`src/rtl/oneapi_stream_packet_arbiter.sv`:
```
// Packet-locked round-robin arbiter merging NUM_REQ Avalon-ST sources onto one stream, with a 2-entry output buffer.
// Optional ARB_PKT_COUNT_EN adds per-source 16-bit completed-packet counters on port pkt_count.
module oneapi_stream_packet_arbiter #(
    parameter int NUM_REQ    = 2,
    parameter int BITS_AV    = 96,
    parameter int EMPTY_BITS = 4,
    parameter int ID_BITS    = 1
) (
    input  logic                          csi_clk,
    input  logic                          rsi_reset,
    input  logic [NUM_REQ-1:0]            asi_valid,
    output logic [NUM_REQ-1:0]            asi_ready,
    input  logic [NUM_REQ*BITS_AV-1:0]    asi_data,
    input  logic [NUM_REQ-1:0]            asi_startofpacket,
    input  logic [NUM_REQ-1:0]            asi_endofpacket,
    input  logic [NUM_REQ*EMPTY_BITS-1:0] asi_empty,
    output logic                          aso_valid,
    input  logic                          aso_ready,
    output logic [BITS_AV-1:0]            aso_data,
    output logic                          aso_startofpacket,
    output logic                          aso_endofpacket,
    output logic [EMPTY_BITS-1:0]         aso_empty,
    output logic [ID_BITS-1:0]            grant_id,
    output logic                          grant_active,
`ifdef ARB_PKT_COUNT_EN
    output logic [NUM_REQ-1:0]            orphan_err,
    output logic [NUM_REQ*16-1:0]         pkt_count
`else
    output logic [NUM_REQ-1:0]            orphan_err
`endif
);

    typedef enum logic {IDLE, LOCKED} state_t;

    state_t                state;
    logic [ID_BITS-1:0]    last_ptr;
    logic [1:0]            count;
    logic                  wr_ptr;
    logic                  rd_ptr;
    logic [BITS_AV-1:0]    buf_data [2];
    logic [1:0]            buf_sop;
    logic [1:0]            buf_eop;
    logic [EMPTY_BITS-1:0] buf_empty [2];

    logic [NUM_REQ-1:0]    cand;
    logic [NUM_REQ-1:0]    orphan;
    logic                  has_winner;
    logic [ID_BITS-1:0]    winner;
    logic [ID_BITS-1:0]    scan;
    logic                  push;
    logic                  pop;
    logic [BITS_AV-1:0]    in_data;
    logic                  in_sop;
    logic                  in_eop;
    logic [EMPTY_BITS-1:0] in_empty;

    // Scan from the farthest offset down so the nearest candidate after last_ptr wins.
    always_comb begin
        cand       = asi_valid & asi_startofpacket;
        has_winner = 1'b0;
        winner     = '0;
        scan       = '0;
        for (int k = NUM_REQ; k >= 1; k--) begin
            scan = ID_BITS'((int'(last_ptr) + k) % NUM_REQ);
            if (cand[scan]) begin
                has_winner = 1'b1;
                winner     = scan;
            end
        end
    end

    // Ungranted non-SOP beats are swallowed so a stray source cannot stall the arbiter.
    always_comb begin
        asi_ready = '0;
        orphan    = '0;
        for (int i = 0; i < NUM_REQ; i++) begin
            if (state == LOCKED && ID_BITS'(i) == grant_id) begin
                asi_ready[i] = (count < 2'd2);
            end else if (asi_valid[i] && !asi_startofpacket[i]) begin
                asi_ready[i] = 1'b1;
                orphan[i]    = 1'b1;
            end
        end
        if (rsi_reset) begin
            asi_ready = '0;
        end
    end

    assign in_data  = asi_data[int'(grant_id)*BITS_AV +: BITS_AV];
    assign in_sop   = asi_startofpacket[grant_id];
    assign in_eop   = asi_endofpacket[grant_id];
    assign in_empty = asi_empty[int'(grant_id)*EMPTY_BITS +: EMPTY_BITS];

    assign push = (state == LOCKED) && asi_valid[grant_id] && asi_ready[grant_id];
    assign pop  = (count != 2'd0) && aso_ready;

    assign aso_valid         = (count != 2'd0);
    assign aso_data          = buf_data[rd_ptr];
    assign aso_startofpacket = buf_sop[rd_ptr];
    assign aso_endofpacket   = buf_eop[rd_ptr];
    assign aso_empty         = buf_empty[rd_ptr];

    always_ff @(posedge csi_clk) begin
        if (rsi_reset) begin
            state        <= IDLE;
            grant_id     <= '0;
            grant_active <= 1'b0;
            last_ptr     <= ID_BITS'(NUM_REQ - 1);
            orphan_err   <= '0;
        end else begin
            orphan_err <= orphan_err | orphan;
            case (state)
                IDLE: begin
                    if (has_winner) begin
                        state        <= LOCKED;
                        grant_id     <= winner;
                        last_ptr     <= winner;
                        grant_active <= 1'b1;
                    end
                end
                LOCKED: begin
                    if (push && in_eop) begin
                        state        <= IDLE;
                        grant_active <= 1'b0;
                    end
                end
                default: state <= IDLE;
            endcase
        end
    end

    // Push at full never happens because ready was derived from the registered count.
    always_ff @(posedge csi_clk) begin
        if (rsi_reset) begin
            count        <= '0;
            wr_ptr       <= 1'b0;
            rd_ptr       <= 1'b0;
            buf_data[0]  <= '0;
            buf_data[1]  <= '0;
            buf_sop      <= '0;
            buf_eop      <= '0;
            buf_empty[0] <= '0;
            buf_empty[1] <= '0;
        end else begin
            if (push) begin
                buf_data[wr_ptr]  <= in_data;
                buf_sop[wr_ptr]   <= in_sop;
                buf_eop[wr_ptr]   <= in_eop;
                buf_empty[wr_ptr] <= in_empty;
                wr_ptr            <= ~wr_ptr;
            end
            if (pop) begin
                rd_ptr <= ~rd_ptr;
            end
            case ({push, pop})
                2'b10:   count <= count + 2'd1;
                2'b01:   count <= count - 2'd1;
                default: count <= count;
            endcase
        end
    end

`ifdef ARB_PKT_COUNT_EN
    always_ff @(posedge csi_clk) begin
        if (rsi_reset) begin
            pkt_count <= '0;
        end else if (push && in_eop) begin
            pkt_count[int'(grant_id)*16 +: 16] <= pkt_count[int'(grant_id)*16 +: 16] + 16'd1;
        end
    end
`endif

endmodule

```
`config.mk`:
```
export PLATFORM = sky130hd
export DESIGN_NAME = oneapi_stream_packet_arbiter
export DESIGN_NICKNAME = d
export VERILOG_FILES = /design/src/rtl/oneapi_stream_packet_arbiter.sv
export SDC_FILE = /design/constraint.sdc
export NUM_CORES = 1
export LEC_CHECK = 0
export ABC_AREA = 1
export BUFFER_PORTS_ARGS = -buffer_cell sky130_fd_sc_hd__clkbuf_2
export CAP_MARGIN = 20
export CORE_MARGIN = 2
export CORE_UTILIZATION = 55
export DETAILED_ROUTE_END_ITERATION = 10
export PLACE_DENSITY = 0.87
export SYNTH_ARGS = -nofsm -noshare
export SYNTH_HDL_FRONTEND = slang
export SYNTH_SLANG_ARGS = --single-unit
```
`constraint.sdc`:
```
create_clock -name csi_clk -period 11.3 [get_ports csi_clk]
set_input_delay 2.26 -clock csi_clk [delete_from_list [all_inputs] [get_ports csi_clk]]
set_output_delay 2.26 -clock csi_clk [all_outputs]
set_load 0.02 [all_outputs]
```
==> qor_table.md, run 1 <==
| Step | Metric | Reported |
|:---|:---|:---|
| power | Switching share of power | 23.7% |
| logic synthesis | Net count after synthesis | 964 |
| critical path | Source of the worst register-to-register timing path | grant_id$_SDFFE_PP0P_ |
| clock tree | Worst-path clk slew | 0.06 ns |
| floorplan | I/O pins | 318 |
| logic synthesis | Number of warnings issued by yosys | 0 |
| timing | Final period demand of the worst path | 5.44 ns |
| logic synthesis | Number of unique standard cell types used by synthesis | 19 |
| route | DR pass1 iterations | 5 |
| min path | Class of the tightest hold or removal check | reg2reg |
| place | Global placement routability congestion | 0.803 |
| finish | Final-layout fill cell count | 1,279 |
| clock tree | Total CTS buffers | 21 |
| run status | Outcome | finished clean |
| place | Number of port buffers | 317 |
| global route | Initial antenna violation count | 0 |
| route | Routed via count | 6,835 |
| timing | Ratio of final minimum period to clock period | 48.1% |
| job | Max-cap viol count | 0 |
| min path | WHS Endpoint | last_ptr$_SDFFE_PP1P_ |
| timing | Fmax | 184 MHz |
| timing | Sum Neg Setup Slack | 0 ns |
| logic synthesis | Synthesized flop and latch total | 215 |
| logic synthesis | Syn Area/Cell | 13.1 um^2 |
| clock tree | Clock latency reported for the late side of the worst-skew pair | 0.47 ns |
| floorplan | Die outline area | 19,100 um^2 |
| clock tree | Number of resized instances in the post-cts repair step | 0 |
| global route | Total Routing Usage GR | 22.2% |
| logic synthesis | Count of mapped cells out of synthesis | 754 |
| route | Antenna Nets Post-Route | 0 |
| floorplan | Cell row count | 49 |
| critical path | Crit-path max FO | 13 |
| power | Relative contribution of the clock network to total power | 35.6% |
| global route | Number of global-route vias before repair | 6,948 |
| min path | Start point of the worst hold path | last_ptr$_SDFFE_PP1P_ |
| power | Proportion of power drawn by flip-flops and latches | 51.6% |
| finish | Area of combinational cells with multiple inputs | 3270 um^2 |
| critical path | Startpoint type of the worst setup path | input port |
| floorplan | Core ar. | 17,800 um^2 |
| global route | Largest net degree at the start of global routing | 59 |
| floorplan | Effective utilization at floorplan | 55.6% |
| timing | Final hold vios | 0 |
| finish | Commonest cells after routing, fill and taps aside | 317 x sky130_fd_sc_hd__clkbuf_2, 208 x sky130_fd_sc_hd__nor2_1, 200 x sky130_fd_sc_hd__edfxtp_1 |
| clock tree | Number of sinks handled by clock tree synthesis | 215 |
| critical path | Number of cells on the worst reg-to-reg path | 7 |
| critical path | Max stage delay on crit path | 0.36 ns |
| clock tree | Post-CTS setup repair buffer count | 0 |
| power | Pwr dens | 147 nW/um^2 |
| critical path | Cell Chain, Critical Path | clkbuf_2, inv_1, nand3_1, inv_1, clkbuf_2 |
| timing | Final number of max-transition violations | 0 |
| critical path | Critical Path Slowest Stage Cell | sky130_fd_sc_hd__inv_1 |
| critical path | Arrival time of the worst setup path | 3.18 ns |
| logic synthesis | Post-synthesis instance area | 9890 um^2 |
| finish | Final core utilization | 68.5% |
| power | Overall power | 1790 uW |
| power | Total internal power | 1370 uW |
| global route | Gr ovfl total | 0 |
| finish | Storage cell area | 6310 um^2 |
| critical path | Required time at the endpoint of the critical path | 9.04 ns |
| finish | Total number of nets in the final design | 1,264 |
| place | DP Wirelength | 14.6 mm |
| finish | Proportion of layout cells with a drive suffix above 1 | 43.1% |
| power | Max IR drop VDD | 0.0000868 V |
| route | Routed length per instance | 16.6 um |
| power | Switching pwr | 424 uW |
| timing | Relative slew slack | 37.9% |
| min path | Number of cells on the worst hold path | 2 |
| timing | Transition time at the pin with the least slew margin | 0.932 ns |
| timing | Unrepaired setup endpoints after global routing | no |
| global route | First-pass GRT wire length | 34.2 mm |
| clock tree | Number of buffers on the longest clock path | 3 |
| route | DRT Wirelength | 21.6 mm |
| route | Initial DRC count | 360 |
| logic synthesis | Sequential share of the synthesized area | 63.8% |
| route | Remaining DRCs | 0 |
| critical path | Critical path class | in2out |
| critical path | Worst setup slack for register-to-register paths | 7.01 ns |
| power | Standby leakage power | 0.00519 uW |
| floorplan | Height of the die | 138 um |
| critical path | Worst r2r dst | buf_data[1][5]$_SDFFCE_PN0P_ |
| timing | Post-Route Skew | 0.0127 ns |
| finish | Most frequent standard cell in the layout excluding fill and tap cells | sky130_fd_sc_hd__clkbuf_2 |
| critical path | Kind of capture point of the worst setup path | output pin |
| power | Gate power share | 12.8% |
| finish | Layout overhead on the synthesized area | 23.2% |
| finish | Number of antenna cells inserted | 0 |
| clock tree | H-tree depth | 1 |
| route | Via density | 5.27 |
| clock tree | Root buffer selected by CTS | sky130_fd_sc_hd__clkbuf_16 |
| clock tree | Number of buffers added to fix hold violations after cts | 0 |
| clock tree | Clock tree from TritonCTS | yes |
| floorplan | Horizontal extent of the die | 138 um |
| timing | Count of endpoints failing setup in the final report | 0 |
worst max-delay path by stage:
stage / end / slack, ns / start / cells past startpoint
after global placement: buf_data[1][0]$_SDFFCE_PN0P_ / 5.53 / rsi_reset / 7
after CTS: asi_ready[0] / 5.89 / rsi_reset / 5
after global routing: buf_data[0][50]$_SDFFCE_PN0P_ / 5.70 / rsi_reset / 7
final: asi_ready[0] / 5.86 / rsi_reset / 5
after detailed placement: buf_data[0][25]$_SDFFCE_PN0P_ / 5.49 / rsi_reset / 7
after floorplan: buf_data[0][0]$_SDFFCE_PN0P_ / 5.65 / asi_startofpacket[1] / 9
final cells by class:
class                   instances  share of cell area [%]
multi-input cells             477                    26.8
clock inverters                10                   0.616
well taps                     229                    2.35
repair buffers                323                    13.4
inverters                      16                   0.493
flip-flops and latches        215                    51.8
clock buffers                  27                    4.50
power by group through the flow:
stage | Clock [uW] | Sequential, uW | Combinational [uW]
floorplan | 0 | 934 | 143
global placement | 0 | 938 | 226
detailed placement | 0 | 941 | 230
CTS | 648 | 924 | 231
global route | 675 | 928 | 247
finish | 637 | 924 | 229
metrics by stage:
stage / instance area (um^2) / setup WS (ns) / hold slack, ns / instances
after detailed placement: 11600 / 5.49 / 0.462 / 1260
after CTS: 12200 / 5.89 / 0.476 / 1297
after global routing: 12200 / 5.70 / 0.487 / 1297
final: 12200 / 5.86 / 0.478 / 1297
after global placement: 11600 / 5.53 / 0.462 / 1260
after floorplan: 9890 / 5.65 / 0.426 / 754
logic make-up (layout without fill, tap and decap cells):
logic type	after synthesis	in the layout	share of synthesized area, %
AND/OR/NAND/NOR	258	258	10.1
flip-flops	215	215	63.8
multiplexers	200	200	21.5
buffers and inverters	62	376	3.52
AO/OA/AOI/OAI	18	18	0.949
adder cells (fa/ha/maj)	1	1	0.127
sequential cells by signal, indices dropped and copies added, names as in the netlist, named ones only:
signal and count:
last_ptr 1, grant_active 1, buf_eop 2, count 2
buf_sop 2, buf_empty 8, state 1, rd_ptr 1
orphan_err 2, buf_data 192, wr_ptr 1, grant_id 1
critical path, delay by kind of cell:
family,cells,cell delay [ns]
AND/OR/NAND/NOR,1,0.18
buffers and inverters,4,0.74
metal layers:
| layer | global-route usage, % | share of wire [%] | vias up |
|---|---|---|---|
| met5 | 0 | 0 | - |
| met4 | 6.07 | 2.0 | 0 |
| met3 | 3.91 | 6.7 | 33 |
| met2 | 40.5 | 52 | 289 |
| met1 | 27.4 | 40 | 3244 |
| li1 | - | - | 3269 |
Yosys cell counts (all sizes together):
cell | instances | area share (%)
ha | 1 | 0.13
nand4 | 2 | 0.25
or2 | 1 | 0.063
dfxtp | 15 | 3.0
nand2 | 37 | 1.4
inv | 16 | 0.61
clkbuf | 12 | 0.46
buf | 34 | 2.5
o21ai | 8 | 0.40
nand3 | 10 | 0.51
mux2i | 100 | 10
mux2 | 100 | 11
a31oi | 3 | 0.19
a21oi | 7 | 0.35
nor2 | 208 | 7.9
edfxtp | 200 | 61
(Power assumes the default switching activity.)
==> run 2, diff against run 1 <==
- ABC_AREA: 1 -> 0
- CORE_UTILIZATION: 55 -> 46
- PLACE_DENSITY: 0.87 -> 0.78
- clock period: 11.3 -> 4.4 ns (I/O delays scaled with it)
==> run 2 against run 1 <==
Non-clock buffer count increased by 4. Synthesized cell count shrank 3.8%. Largest power group unchanged. Via count fell by 3.3%. Hold slack got worse by 0.028 ns. Core utilization shrank 9.9 points. Cell count grew 1.4%.
==> qor_table.md, run 2 <==
| Step | Metric | Reported | Change |
|:---|:---|:---|:---|
| finish | Commonest cells after routing, fill and taps aside | 317 x sky130_fd_sc_hd__clkbuf_2, 205 x sky130_fd_sc_hd__nor2_1, 200 x sky130_fd_sc_hd__edfxtp_1 |  |
| logic synthesis | Area share of the leading cell type in the synthesized netlist | 61.0% | +0.29 points |
| floorplan | Cell row count | 53 | +8.2% |
| clock tree | Root buffer selected by CTS | sky130_fd_sc_hd__clkbuf_16 |  |
| finish | Biggest register | buf_data |  |
| clock tree | Clock latency reported for the late side of the worst-skew pair | 0.49 ns | +0.02 ns |
| logic synthesis | Post-Synth XOR/XNOR Area | 0.267% | +0.27 points |
| run status | Outcome | finished clean |  |
| finish | Proportion of layout cells with a drive suffix above 1 | 44.6% | +1.5 points |
| power | Standby leakage power | 0.00507 uW | -2.2% |
| global route | First-pass GRT wire length | 32.2 mm | -5.8% |
| finish | Total number of nets in the final design | 1,237 | -2.1% |
| clock tree | Clock tree from TritonCTS | yes |  |
| floorplan | I/O pins | 318 | unchanged |
| logic synthesis | Syn Area/Cell | 13.6 um^2 | +3.5% |
| timing | Post-Route Skew | 0.00693 ns | -0.00582 ns |
| logic synthesis | Cell with the most instances after synthesis | sky130_fd_sc_hd__nor2_1 |  |
| logic synthesis | Ranking of synthesized cells by area | sky130_fd_sc_hd__edfxtp_1 61%, sky130_fd_sc_hd__mux2_2 12%, sky130_fd_sc_hd__mux2i_1 11% |  |
| floorplan | Core ar. | 21,000 um^2 | +18% |
| critical path | Max stage delay on crit path | 0.77 ns | +0.41 ns |
| finish | Most frequent standard cell in the layout excluding fill and tap cells | sky130_fd_sc_hd__clkbuf_2 |  |
| logic synthesis | Number of warnings issued by yosys | 0 | unchanged |
| global route | Largest net degree at the start of global routing | 99 | +68% |
| logic synthesis | Leading register cell type out of synthesis | sky130_fd_sc_hd__edfxtp_1 |  |
| clock tree | Number of resized instances in the post-cts repair step | 0 | unchanged |
| route | DRT Wirelength | 21.4 mm | -0.76% |
| global route | Number of global-route vias before repair | 6,400 | -7.9% |
| logic synthesis | Area fraction in compound gates after synthesis | 0.928% | -0.021 points |
| global route | Total Routing Usage GR | 18.2% | -4.1 points |
| critical path | Startpoint type of the worst setup path | register |  |
| logic synthesis | Count of mapped cells out of synthesis | 725 | -3.8% |
| finish | Final design area excluding fillers | 12,300 um^2 | +1.2% |
| logic synthesis | Synthesized flop and latch total | 215 | unchanged |
| route | Highest metal layer with signal wires | met4 |  |
| route | Antenna Nets Post-Route | 0 | unchanged |
| critical path | Arrival time of the worst setup path | 2.26 ns | -0.92 ns |
| logic synthesis | Number of unique standard cell types used by synthesis | 29 | +10 |
| route | Total routed wire length on the met1 layer | 8.20 mm | -3.9% |
| place | Placement-stage worst setup slack | 1.15 ns | -4.34 ns |
| logic synthesis | Post-synth top area cell | sky130_fd_sc_hd__edfxtp_1 |  |
| logic synthesis | Simple-gate area share of the yosys netlist | 9.37% | -0.75 points |
| route | Remaining DRCs | 0 | unchanged |
| timing | Worst setup margin | 1.26 ns | -4.61 ns |
| global route | Initial antenna violation count | 0 | unchanged |
| critical path | Number of cells on the worst reg-to-reg path | 4 | -3 |
| job | Max-cap viol count | 0 | unchanged |
| critical path | Critical Path Slowest Stage Cell | sky130_fd_sc_hd__buf_4 |  |
| route | Initial DRC count | 297 | -18% |
| clock tree | Worst-path clk slew | 0.06 ns | about the same |
| critical path | Required time at the endpoint of the critical path | 3.52 ns | -5.52 ns |
| clock tree | Number of buffers on the longest clock path | 3 | unchanged |
| timing | Ratio of final minimum period to clock period | 71.4% |  |
| power | Pwr dens | 396 nW/um^2 | +170% |
| timing | Unrepaired setup endpoints after global routing | no |  |
| clock tree | H-tree depth | 1 | unchanged |
| critical path | Crit-path max FO | 59 | +46 |
| logic synthesis | Adder and majority gate portion of the synthesized area | 0.127% | +0.00060 points |
| finish | Final-layout fill cell count | 1,751 | +37% |
| route | DR pass1 iterations | 4 | -1 |
| min path | Class of the tightest hold or removal check | reg2reg |  |
| timing | Final number of max-transition violations | 0 | unchanged |
| logic synthesis | Most instantiated cells after synthesis | 205 x sky130_fd_sc_hd__nor2_1, 200 x sky130_fd_sc_hd__edfxtp_1, 107 x sky130_fd_sc_hd__mux2i_1 |  |
| route | Detailed route wirelength on metal3 | 1.42 mm | -1.8% |
| place | Area post-placement | 11,700 um^2 | +0.84% |
| critical path | Critical path class | reg2out |  |
| finish | Max reg flops | 192 | unchanged |
| clock tree | Post-CTS setup repair buffer count | 0 | unchanged |
| floorplan | Die outline area | 22,600 um^2 | +18% |
| timing | Final period demand of the worst path | 3.14 ns |  |
| place | Global placement routability congestion | 0.763 | -5.0% |
| timing | Count of endpoints failing setup in the final report | 0 | unchanged |
| place | DP Wirelength | 14.5 mm | -0.36% |
| route | Via density | 5.03 | -4.6% |
| route | Routed length per instance | 16.3 um | -2.1% |
| logic synthesis | Post-synthesis instance area | 9840 um^2 | -0.47% |
| logic synthesis | Sequential share of the synthesized area | 64.1% | +0.30 points |
| route | Routed via count | 6,609 | -3.3% |
| power | Max IR drop VDD | 0.000279 V | +220% |
| timing | Sum Neg Setup Slack | 0 ns | unchanged |
| finish | Layout overhead on the synthesized area | 25.2% |  |
| timing | Final hold vios | 0 | unchanged |
| global route | Gr ovfl total | 0 | unchanged |
| timing | Fmax | 318 MHz |  |
| timing | Transition time at the pin with the least slew margin | 0.947 ns | +0.0145 ns |
| finish | Number of antenna cells inserted | 0 | unchanged |
| logic synthesis | Net count after synthesis | 935 | -3.0% |
| route | Wire length on met2 | 11.1 mm | -0.39% |
| logic synthesis | Share of synthesized area spent on multiplexers | 22.6% | +1.0 points |
| timing | Relative slew slack | 36.9% | -0.97 points |
| logic synthesis | Fraction of registers with async set/reset | 0% | unchanged |
| clock tree | Number of buffers added to fix hold violations after cts | 0 | unchanged |
| place | Number of port buffers | 317 | unchanged |
| finish | Largest registers in the final layout | buf_data (192), buf_empty (8) |  |
| clock tree | Number of sinks handled by clock tree synthesis | 215 | unchanged |
| floorplan | Height of the die | 150 um | +8.8% |
| logic synthesis | Dominant combinational cell family by area after synthesis | multiplexers |  |
| critical path | Cell Chain, Critical Path | buf_4, clkbuf_2 |  |
| clock tree | Total CTS buffers | 23 | +9.5% |
| floorplan | Horizontal extent of the die | 150 um | +8.8% |
| logic synthesis | EDFF count, synth | 200 | unchanged |
| critical path | Kind of capture point of the worst setup path | output pin |  |
| min path | Number of cells on the worst hold path | 2 | unchanged |
| floorplan | Effective utilization at floorplan | 46.8% | -8.8 points |
## run 2: layer usage
| layer | global-route usage [%] | vias up |
|---|---|---|
| met2 | 32.8 | 238 |
| met4 | 5.94 | 0 |
| met1 | 22.1 | 3124 |
| met3 | 3.03 | 45 |
| li1 | - | 3202 |
| met5 | 0 | - |
## run 2: logic make-up (layout without fill, tap and decap cells)
kind of cell | count (synthesis) | count (layout)
AND/OR/NAND/NOR | 230 | 230
flip-flops | 215 | 215
AO/OA/AOI/OAI | 14 | 14
multiplexers | 209 | 209
adder cells (fa/ha/maj) | 1 | 1
buffers and inverters | 53 | 368
XOR/XNOR | 3 | 3
## run 2: cell type report
cell class / instances / area, um^2 / area share, %
tap: 275 / 344 / 2.79
timing repair buffer: 327 / 1720 / 14.0
inverter: 3 / 11.3 / 0.0914
sequential: 215 / 6310 / 51.2
multi-input combinational: 457 / 3300 / 26.7
clock buffer: 34 / 617 / 5.01
clock inverter: 4 / 22.5 / 0.183
## run 2: per-stage QoR
| stage | hold slack [ns] | instances | total power (uW) | util (%) |
|---|---|---|---|---|
| after detailed placement | 0.439 | 1276 | 3250 | 55.4 |
| after global routing | 0.492 | 1315 | 5060 | 58.6 |
| after CTS | 0.451 | 1314 | 4930 | 58.5 |
| after global placement | 0.437 | 1276 | 3240 | 55.4 |
| after floorplan | 0.449 | 725 | 2950 | - |
| final | 0.450 | 1315 | 4880 | 58.6 |
## run 2: report_power, final
group | leakage, uW | switching [uW] | total [uW] | internal (uW)
Clock | 0.000308 | 719 | 1680 | 963
Sequential | 0.00220 | 55.6 | 2400 | 2350
Combinational | 0.00257 | 454 | 794 | 340
## run 2: path summary, 6_finish.rpt
kind / startpoint / end / slack (ns)
worst max-delay path: grant_id$_SDFFE_PP0P_ / grant_id / 1.26
worst max register to register: grant_id$_SDFFE_PP0P_ / buf_data[0][92]$_SDFFCE_PN0P_ / 1.64
worst min register to register: orphan_err[1]$_SDFF_PP0_ / orphan_err[1]$_SDFF_PP0_ / 0.45
worst min-delay path: orphan_err[1]$_SDFF_PP0_ / orphan_err[1]$_SDFF_PP0_ / 0.45
## run 2: worst max-delay path, delay by kind of cell, from the launching register on
family                 cells  cell delay [ns]
buffers and inverters      2             1.08
flip-flops                 1             0.59
==> run 3, diff against run 2 <==
- clock period: 4.4 -> 2.5 ns (I/O delays scaled with it)
==> run 3 against run 2 <==
Sequential power grew 75%. Routed wire length rose by 0.76%. Sequential cell count did not move. Sequential share of layout area is 1.1 points lower. Critical path depth up 1. Combinational power grew 83%. Register-to-register slack got worse by 1.1 ns. Critical path type unchanged. Largest power group unchanged. Highest routed layer unchanged.
==> qor_table.md, run 3 (synthesis gave the netlist of run 2 again) <==
| Step | Metric | Reported | Change |
|:---|:---|:---|:---|
| run status | Outcome | finished clean |  |
| place | Global placement routability congestion | 0.790 | +3.5% |
| timing | Final period demand of the worst path | 2.42 ns |  |
| clock tree | Clock latency reported for the late side of the worst-skew pair | 0.50 ns | about the same |
| global route | Total Routing Usage GR | 18.9% | +0.70 points |
| floorplan | Effective utilization at floorplan | 46.8% | unchanged |
| critical path | Cell Chain, Critical Path | buf_12, mux2_2, clkbuf_2 |  |
| critical path | Startpoint type of the worst setup path | register |  |
| critical path | Required time at the endpoint of the critical path | 2.00 ns | -1.52 ns |
| finish | Largest registers in the final layout | buf_data (192), buf_empty (8) |  |
| timing | Fin Hold WS | 0.309 ns | -0.141 ns |
| floorplan | Core ar. | 21,000 um^2 | unchanged |
| critical path | Kind of capture point of the worst setup path | output pin |  |
| finish | Number of antenna cells inserted | 0 | unchanged |
| critical path | Max stage delay on crit path | 0.52 ns | -0.25 ns |
| global route | Largest net degree at the start of global routing | 104 | +5.1% |
| finish | Total number of nets in the final design | 1,243 | +0.49% |
| place | DP Wirelength | 14.6 mm | +0.33% |
| global route | Gr ovfl total | 0 | unchanged |
| timing | Unrepaired setup endpoints after global routing | no |  |
| floorplan | Height of the die | 150 um | unchanged |
| timing | Relative slew slack | 55.8% | +19 points |
| global route | First-pass GRT wire length | 33.8 mm | +4.9% |
| clock tree | Number of buffers added to fix hold violations after cts | 0 | unchanged |
| floorplan | I/O pins | 318 | unchanged |
| finish | Commonest cells after routing, fill and taps aside | 317 x sky130_fd_sc_hd__clkbuf_2, 205 x sky130_fd_sc_hd__nor2_1, 200 x sky130_fd_sc_hd__edfxtp_1 |  |
| finish | Final design area excluding fillers | 12,600 um^2 | +2.1% |
| finish | Max reg flops | 192 | unchanged |
| timing | Fmax | 413 MHz |  |
| timing | Final number of max-transition violations | 0 | unchanged |
| route | DRT Wirelength | 21.6 mm | +0.76% |
| critical path | Critical path class | reg2out |  |
| finish | Biggest register | buf_data |  |
| finish | Proportion of layout cells with a drive suffix above 1 | 45.0% | +0.39 points |
| route | Via density | 5.02 | about the same |
| clock tree | Number of sinks handled by clock tree synthesis | 215 | unchanged |
| clock tree | Clock tree from TritonCTS | yes |  |
| critical path | Critical Path Slowest Stage Cell | sky130_fd_sc_hd__dfxtp_4 |  |
| critical path | Crit-path max FO | 48 | -19% |
| route | Remaining DRCs | 0 | unchanged |
| route | Initial DRC count | 297 | unchanged |
| finish | Layout overhead on the synthesized area | 27.9% |  |
| min path | Number of cells on the worst hold path | 2 | unchanged |
| timing | Ratio of final minimum period to clock period | 96.8% |  |
| clock tree | Post-CTS setup repair buffer count | 0 | unchanged |
| finish | Final-layout fill cell count | 1,670 | -4.6% |
| floorplan | Horizontal extent of the die | 150 um | unchanged |
| global route | Number of global-route vias before repair | 6,788 | +6.1% |
| clock tree | Worst-path clk slew | 0.06 ns | about the same |
| critical path | Number of cells on the worst reg-to-reg path | 4 | unchanged |
| min path | Class of the tightest hold or removal check | in2reg |  |
| clock tree | Root buffer selected by CTS | sky130_fd_sc_hd__clkbuf_16 |  |
| timing | Post-Route Skew | 0.0129 ns | +0.00593 ns |
| clock tree | Number of buffers on the longest clock path | 3 | unchanged |
| route | Routed length per instance | 16.3 um | about the same |
| power | Overall power | 9120 uW | +87% |
| critical path | Arrival time of the worst setup path | 1.92 ns | -0.34 ns |
| floorplan | Die outline area | 22,600 um^2 | unchanged |
| power | Max IR drop VDD | 0.000437 V | +57% |
| power | Standby leakage power | 0.00520 uW | +2.4% |
| clock tree | H-tree depth | 1 | unchanged |
| timing | Final hold vios | 0 | unchanged |
| power | Pwr dens | 725 nW/um^2 | +83% |
| global route | Initial antenna violation count | 0 | unchanged |
| place | Number of port buffers | 317 | unchanged |
| place | Area post-placement | 11,800 um^2 | +1.2% |
| clock tree | Number of resized instances in the post-cts repair step | 0 | unchanged |
| finish | Most frequent standard cell in the layout excluding fill and tap cells | sky130_fd_sc_hd__clkbuf_2 |  |
| route | Antenna Nets Post-Route | 0 | unchanged |
| timing | Transition time at the pin with the least slew margin | 0.664 ns | -0.283 ns |
| timing | Sum Neg Setup Slack | 0 ns | unchanged |
| timing | Count of endpoints failing setup in the final report | 0 | unchanged |
| job | Max-cap viol count | 0 | unchanged |
| clock tree | Total CTS buffers | 24 | +4.3% |
| floorplan | Cell row count | 53 | unchanged |
| route | Routed via count | 6,662 | +0.80% |
| route | DR pass1 iterations | 4 | unchanged |
| finish | Final core utilization | 59.9% | +1.3 points |
==> run 3: cell types whose count changed in the layout (fill, tap and decap cells not counted) <==
cell,delta
sky130_fd_sc_hd__buf_16,-1
sky130_fd_sc_hd__clkinv_2,-2
sky130_fd_sc_hd__buf_4,-2
sky130_fd_sc_hd__buf_12,+8
sky130_fd_sc_hd__clkbuf_1,-5
sky130_fd_sc_hd__clkbuf_16,+2
sky130_fd_sc_hd__inv_6,+1
sky130_fd_sc_hd__clkinv_1,+7
sky130_fd_sc_hd__bufinv_16,+3
==> run 3: where the power goes <==
group | internal [uW] | switching [uW] | leakage [uW]
clock network | 2130 | 1330 | 0.000377
registers | 4130 | 72.4 | 0.00220
logic | 626 | 828 | 0.00262
total | 6890 | 2230 | 0.00520
==> run 3: through the flow <==
step	std cells	worst slack, ns
after floorplan	725	0.00381
after global placement	1282	0.355
after detailed placement	1282	0.301
after CTS	1326	0.0537
after global routing	1326	0.0145
final	1326	0.0808
==> run 3: worst max-delay path, delay by kind of cell (launching register included) <==
family,cells,cell delay [ns]
DFF,1,0.52
muxes,1,0.38
buffers and inverters,2,0.48
==> run 3: per-layer routing <==
| metal | global-route usage, % | routed length (um) |
|---|---|---|
| met5 | 0 | 0 |
| met2 | 34.9 | 11200 |
| met1 | 22.5 | 8520 |
| met4 | 5.99 | 565 |
| met3 | 2.79 | 1240 |
==> run 3: final cells by class <==
class,count,area (um^2),share of cell area (%)
well taps,275,344,2.73
clock inverters,13,138,1.09
multi-input cells,457,3300,26.2
repair buffers,332,1840,14.6
flip-flops and latches,215,6310,50.2
clock buffers,31,648,5.15
inverters,3,11.3,0.0895
==> run 3: path summary, 6_finish.rpt <==
| kind | start | to | slack (ns) |
|---|---|---|---|
| max | register | aso_empty[2] | 0.08 |
| min | rsi_reset | grant_id$_SDFFE_PP0P_ | 0.31 |
| max reg2reg | grant_id$_SDFFE_PP0P_ | grant_active$_SDFFE_PP0P_ | 0.50 |
| min reg2reg | orphan_err[0]$_SDFF_PP0_ | orphan_err[0]$_SDFF_PP0_ | 0.46 |
